===== src/rtl/fix_sub_pipe_if.sv =====
// Valid/ready operand and result stream for the pipelined sign-magnitude subtractor.
// master = operand sequencer / result consumer side, slave = fix_sub_pipe.
interface fix_sub_pipe_if #(
    parameter int N = 32
);
    logic         in_valid;
    logic         in_ready;
    logic [N:0]   minuend;
    logic [N:0]   subtrahend;
    logic         out_valid;
    logic         out_ready;
    logic [N+1:0] res;
    logic         ovf;

    modport master (
        output in_valid,
        output minuend,
        output subtrahend,
        output out_ready,
        input  in_ready,
        input  out_valid,
        input  res,
        input  ovf
    );

    modport slave (
        input  in_valid,
        input  minuend,
        input  subtrahend,
        input  out_ready,
        output in_ready,
        output out_valid,
        output res,
        output ovf
    );
endinterface


===== src/rtl/fix_sub_pipe.sv =====
// Two-stage pipelined sign-magnitude subtractor, res = minuend - subtrahend, valid/ready on both sides.
// Optional magnitude saturation with ovf flag when FIX_SUB_SAT_EN is defined.
module fix_sub_pipe #(
    parameter int N = 32
) (
    input  logic          clk,
    input  logic          rst,
    fix_sub_pipe_if.slave bus
);
    logic         w_adv1;
    logic         w_adv2;

    logic         r_s1Valid;
    logic         r_s1ASign;
    logic [N-1:0] r_s1AMag;
    logic         r_s1BSign;
    logic [N-1:0] r_s1BMag;
    logic         r_s1SignEq;
    logic         r_s1AGe;

    logic         r_s2Valid;
    logic [N+1:0] r_res;

    logic [N:0]   w_mag;
    logic         w_sign;

    // A stage may load whenever the stage after it is empty or moving on this cycle.
    assign w_adv2 = !r_s2Valid || bus.out_ready;
    assign w_adv1 = !r_s1Valid || w_adv2;

    assign bus.in_ready  = w_adv1;
    assign bus.out_valid = r_s2Valid;
    assign bus.res       = r_res;

    // The subtrahend sign is flipped on entry, turning the operation into a signed add.
    always_ff @(posedge clk or posedge rst) begin
        if (rst) begin
            r_s1Valid  <= 1'b0;
            r_s1ASign  <= 1'b0;
            r_s1AMag   <= '0;
            r_s1BSign  <= 1'b0;
            r_s1BMag   <= '0;
            r_s1SignEq <= 1'b0;
            r_s1AGe    <= 1'b0;
        end else if (w_adv1) begin
            r_s1Valid <= bus.in_valid;
            if (bus.in_valid) begin
                r_s1ASign  <= bus.minuend[N];
                r_s1AMag   <= bus.minuend[N-1:0];
                r_s1BSign  <= ~bus.subtrahend[N];
                r_s1BMag   <= bus.subtrahend[N-1:0];
                r_s1SignEq <= (bus.minuend[N] == ~bus.subtrahend[N]);
                r_s1AGe    <= (bus.minuend[N-1:0] >= bus.subtrahend[N-1:0]);
            end
        end
    end

`ifdef FIX_SUB_SAT_EN
    localparam logic [N:0] SAT_MAG = {1'b0, {N{1'b1}}};
    logic w_ovf;
    logic r_ovf;
`endif

    always_comb begin
        w_mag  = '0;
        w_sign = 1'b0;
`ifdef FIX_SUB_SAT_EN
        w_ovf  = 1'b0;
`endif
        if (r_s1SignEq) begin
            w_mag  = {1'b0, r_s1AMag} + {1'b0, r_s1BMag};
            w_sign = r_s1ASign;
        end else if (r_s1AGe) begin
            w_mag  = {1'b0, r_s1AMag - r_s1BMag};
            w_sign = r_s1ASign;
        end else begin
            w_mag  = {1'b0, r_s1BMag - r_s1AMag};
            w_sign = r_s1BSign;
        end
`ifdef FIX_SUB_SAT_EN
        if (w_mag[N]) begin
            w_mag = SAT_MAG;
            w_ovf = 1'b1;
        end
`endif
        // No negative zero ever leaves the block.
        if (w_mag == '0) begin
            w_sign = 1'b0;
        end
    end

    always_ff @(posedge clk or posedge rst) begin
        if (rst) begin
            r_s2Valid <= 1'b0;
            r_res     <= '0;
`ifdef FIX_SUB_SAT_EN
            r_ovf     <= 1'b0;
`endif
        end else if (w_adv2) begin
            r_s2Valid <= r_s1Valid;
            if (r_s1Valid) begin
                r_res <= {w_sign, w_mag};
`ifdef FIX_SUB_SAT_EN
                r_ovf <= w_ovf;
`endif
            end
        end
    end

`ifdef FIX_SUB_SAT_EN
    assign bus.ovf = r_ovf;
`else
    assign bus.ovf = 1'b0;
`endif
endmodule


===== src/flat_wrapper.sv =====
// flat-port wrapper written by rule: the top's interface ports become plain ports
module fix_sub_pipe_flat 
#(
    parameter int N = 32
)
  (clk, rst, bus_in_valid, bus_minuend, bus_subtrahend, bus_out_ready, bus_in_ready, bus_out_valid, bus_res, bus_ovf);
  fix_sub_pipe_if #(.N(N)) bus_i ();
  input  logic clk;
  input  logic rst;
  input wire logic [$bits(bus_i.in_valid)-1:0] bus_in_valid;
  input wire logic [$bits(bus_i.minuend)-1:0] bus_minuend;
  input wire logic [$bits(bus_i.subtrahend)-1:0] bus_subtrahend;
  input wire logic [$bits(bus_i.out_ready)-1:0] bus_out_ready;
  output wire logic [$bits(bus_i.in_ready)-1:0] bus_in_ready;
  output wire logic [$bits(bus_i.out_valid)-1:0] bus_out_valid;
  output wire logic [$bits(bus_i.res)-1:0] bus_res;
  output wire logic [$bits(bus_i.ovf)-1:0] bus_ovf;
  assign bus_i.in_valid = bus_in_valid;
  assign bus_i.minuend = bus_minuend;
  assign bus_i.subtrahend = bus_subtrahend;
  assign bus_i.out_ready = bus_out_ready;
  assign bus_in_ready = bus_i.in_ready;
  assign bus_out_valid = bus_i.out_valid;
  assign bus_res = bus_i.res;
  assign bus_ovf = bus_i.ovf;
  fix_sub_pipe #(.N(N)) u_core (.clk(clk), .rst(rst), .bus(bus_i));
endmodule

===== config.mk =====
export PLATFORM = sky130hd
export DESIGN_NAME = fix_sub_pipe_flat
export DESIGN_NICKNAME = d
export VERILOG_FILES = /design/src/rtl/fix_sub_pipe_if.sv /design/src/rtl/fix_sub_pipe.sv /design/src/flat_wrapper.sv
export SDC_FILE = /design/constraint.sdc
export NUM_CORES = 1
export LEC_CHECK = 0
export CAP_MARGIN = 10
export CORE_UTILIZATION = 52
export DETAILED_ROUTE_END_ITERATION = 10
export PLACE_DENSITY = 0.82
export SLEW_MARGIN = 10
export SYNTH_ARGS = -nofsm -noshare
export SYNTH_HDL_FRONTEND = slang
export SYNTH_SLANG_ARGS = --single-unit
export TNS_END_PERCENT = 10

===== constraint.sdc =====
create_clock -name clk -period 3.64 [get_ports clk]
set_input_delay 0.546 -clock clk [delete_from_list [all_inputs] [get_ports clk]]
set_output_delay 0.546 -clock clk [all_outputs]
set_load 0.01 [all_outputs]

==> impl_metrics.json <==
{
  "relSlewSlack_pct": 51.7,
  "drtIter0Drc": 946,
  "hold_end": "u_core.bus.res[26]",
  "combPwrFrac_pct": 60.4,
  "ys_seq_area_share_pct": 26.2,
  "critical_path_class": "flop to flop",
  "slowest_delay_ns": 0.52,
  "gp_congestion": 0.981,
  "ir_worst_vdd_uv": 329,
  "ys_warn_count": 0,
  "layout.nets": 1624,
  "clock_path_buffers": 2,
  "antenna_left": 0,
  "swShare_pct": 43.9,
  "worst_slack_ns": 0.0859,
  "cp.arrival_ns": 3.78,
  "vias_per_cell": 6.00,
  "worstSetupStartpointType": "flop",
  "mostFrequentLayoutCells": "inv_1 (127), ha_1 (124), a21oi_1 (122)",
  "cts-root-buf": "clkbuf_16",
  "tightest_slew_ns": 0.725,
  "clkPwrFrac_pct": 15.4,
  "area_growth_pct": 25.9,
  "filler_cell_count": 1616,
  "r2r_slack_ns": 0.09,
  "maxCapViolations": 0,
  "drc": 0,
  "layout_commonest_cell": "inv_1",
  "p_int_mw": 3.86,
  "synthSimpleGateAreaFrac_pct": 15.9,
  "end_kind": "flop",
  "muxShareOfSynthArea_pct": 5.71,
  "die_w_um": 140,
  "crit_required_ns": 3.86,
  "overflow": 0,
  "io_buffers": 105,
  "core_area_mm2": 0.0187,
  "period_share_pct": 97.6,
  "setup_viol": 0,
  "drt_first_pass_iters": 5,
  "rr_startpoint": "u_core.r_s1BMag[0]",
  "fp.dieH_um": 140,
  "cts_buffers": 9,
  "pre_cts_slack_ns": -0.0185,
  "path_max_fanout": 3,
  "min_path_cells": 2,
  "synth_xor_area_share_pct": 2.55,
  "grt.total_usage_pct": 33.6,
  "hp-class": "flop to flop",
  "insertedDiodeCount": 0,
  "vias": 9936,
  "ys_ff_latch": 104,
  "routed_wl_mm": 32.6,
  "hold_violations": 0,
  "cp_common_cell": "a21oi_1",
  "layout-drive-gt1-share_pct": 16.5,
  "dieArea_mm2": 0.0197,
  "synth_top_family_by_area": "compound AO/OA/AOI/OAI gates",
  "start_util_pct": 53.2,
  "seq_power_share_pct": 24.2,
  "netlist_area_mm2": 0.00994,
  "ys.flop_type": "dfrtp_1",
  "ios": 107,
  "clock.fmax_mhz": 281,
  "reg2regPathDepth": 15,
  "slowest_stage": "or4b_4",
  "avgSynthCellArea_um2": 8.03,
  "grt_pass1_wl_mm": 51.1,
  "htree_num_levels": 3,
  "yosysUniqueCellTypes": 77,
  "synth_adder_area_share_pct": 17.5,
  "antenna_found_initial": 0,
  "slew_violations": 0,
  "grt_start_max_net_pins": 58,
  "skew_ns": 0.0135,
  "r2r-end": "u_core.bus.res[33]",
  "post-dp-hpwl_mm": 26.7,
  "rsz0062_at_grt": "true",
  "netlist_instances": 1238,
  "syn_nets": 1445,
  "post-route-min-period_ns": 3.55,
  "cp_cell_sequence": "buf_4, inv_1, ha_1, fa_1, nor2b_2, o2111ai_2, a211o_1, nand3_1, a21oi_1, a21oi_1, xnor2_1, o2111ai_1, or4b_4, nor4_4, a31oi_1",
  "worstSkewPairLatency_ns": 0.36,
  "path_clk_slew_ns": 0.08,
  "synth_enable_flop_cells": 0,
  "crit_family": "simple AND/OR/NAND/NOR gates",
  "synth_compound_area_share_pct": 24.7,
  "status": "finished clean",
  "cellPowerDensity_mw_per_mm2": 549,
  "switchingPower_mw": 3.01,
  "worstHoldStart": "u_core.bus.res[26]",
  "tritoncts": "built",
  "async_flop_share_pct": 100,
  "grt_pass1_vias": 9500,
  "worst-path-buf-inv": 2,
  "final_util_pct": 66.9,
  "row_count": 50,
  "cts_sinks": 104,
  "wl_per_cell_um": 19.7,
  "p_leak_nw": 5.70
}
worst min-delay path, delay by kind of cell (launching register included):
family / cells / cell delay [ns]
AO/OA/AOI/OAI: 1 / 0.06
flip-flops: 1 / 0.35
AND/OR/NAND/NOR: 1 / 0.05
power by group through the flow:
stage          sequential (mW)  combinational [mW]  clock, mW
5_1_grt                   1.70                4.47       1.11
4_1_cts                   1.67                3.92       1.07
3_5_place_dp              1.69                3.89          0
3_3_place_gp              1.66                3.85          0
6_report                  1.67                4.15       1.06
2_1_floorplan             1.73                2.14          0
cells in the mapped netlist, drive strengths merged (8+ instances only):
master	n	area, µm²
mux2	46	518
nand2b	18	113
ha	134	1680
or3	8	50.1
nand2	111	417
a31oi	12	75.1
nand4	22	138
xnor2	23	201
a21o	15	113
nor2b	15	93.8
o21ai	123	616
clkbuf	34	128
dfrtp	104	2600
nor3	12	60.1
nand3	16	80.1
a21oi	126	634
nor4	17	119
and3	8	50.1
inv	129	484
nor2	84	315
o21a	9	67.6
o31ai	16	120
a211oi	19	143
buf	24	125
timing repair:
| item | CTS | global route |
|---|---|---|
| endpoints found under the setup margin | 1 | 2 |
| pin swaps | 0 | 22 |
| resized for setup | 7 | 50 |
| hold buffers | 0 | 0 |
| cloned | 0 | 0 |
| setup buffers | 0 | 8 |
state kept, by name, indices dropped and copies added (netlist names):
signal and count:
u_core.r_s1AGe 1, u_core.bus.out_valid 1, u_core.r_s1BSign 1, u_core.r_s1ASign 1, u_core.r_s1BMag 32, u_core.r_s1Valid 1
u_core.r_s1SignEq 1, u_core.bus.res 34, u_core.r_s1AMag 32
cell type report:
class	count	area (µm²)	area share (%)
flip-flops and latches	104	2600	20.8
repair buffers	226	1980	15.9
clock buffers	13	270	2.16
well taps	234	293	2.34
clock inverters	3	47.5	0.380
inverters	130	490	3.92
multi-input cells	946	6830	54.5
routing by layer:
| layer | GRT usage, % | vias to the layer above | part of all wire (%) |
|---|---|---|---|
| met5 | 0 | - | 0 |
| met4 | 10.1 | 0 | 2.7 |
| met3 | 6.22 | 50 | 7.9 |
| met2 | 51.9 | 431 | 44 |
| met1 | 47.7 | 4701 | 46 |
| li1 | - | 4754 | - |
how the worst max path moves through the flow:
| stage | slack, ns | start | cells after the start | end |
|---|---|---|---|---|
| CTS | 0.01 | u_core.r_s1BMag[2] | 15 | u_core.bus.res[33] |
| global placement | 0.06 | u_core.r_s1AMag[0] | 15 | u_core.bus.res[33] |
| global route | -0.12 | u_core.r_s1BMag[0] | 14 | u_core.bus.res[33] |
| detailed placement | -0.02 | u_core.r_s1AMag[0] | 15 | u_core.bus.res[33] |
| floorplan | 0.32 | u_core.r_s1BMag[0] | 13 | u_core.bus.res[33] |
| finish | 0.09 | u_core.r_s1BMag[0] | 15 | u_core.bus.res[33] |
per-stage QoR:
stage	instances	setup TNS (ns)	power [mW]	instance area (µm²)	hold slack, ns
after global routing	1656	-0.117	7.28	12500	0.507
final	1656	0	6.87	12500	0.485
after global placement	1632	0	5.51	11900	0.461
after floorplan	1238	0	3.88	9940	0.450
after detailed placement	1632	-0.0185	5.58	11900	0.473
after CTS	1648	0	6.65	12300	0.491
logic make-up after synthesis:
family	Yosys count
DFF	104
and+or+nand+nor	331
other	1
buffers and inverters	188
muxes	51
xor gates and xnor gates	29
AOI/OAI and AO/OA	397
adders and majority gates	137
Note: power is estimated with default switching activity, not from simulation.
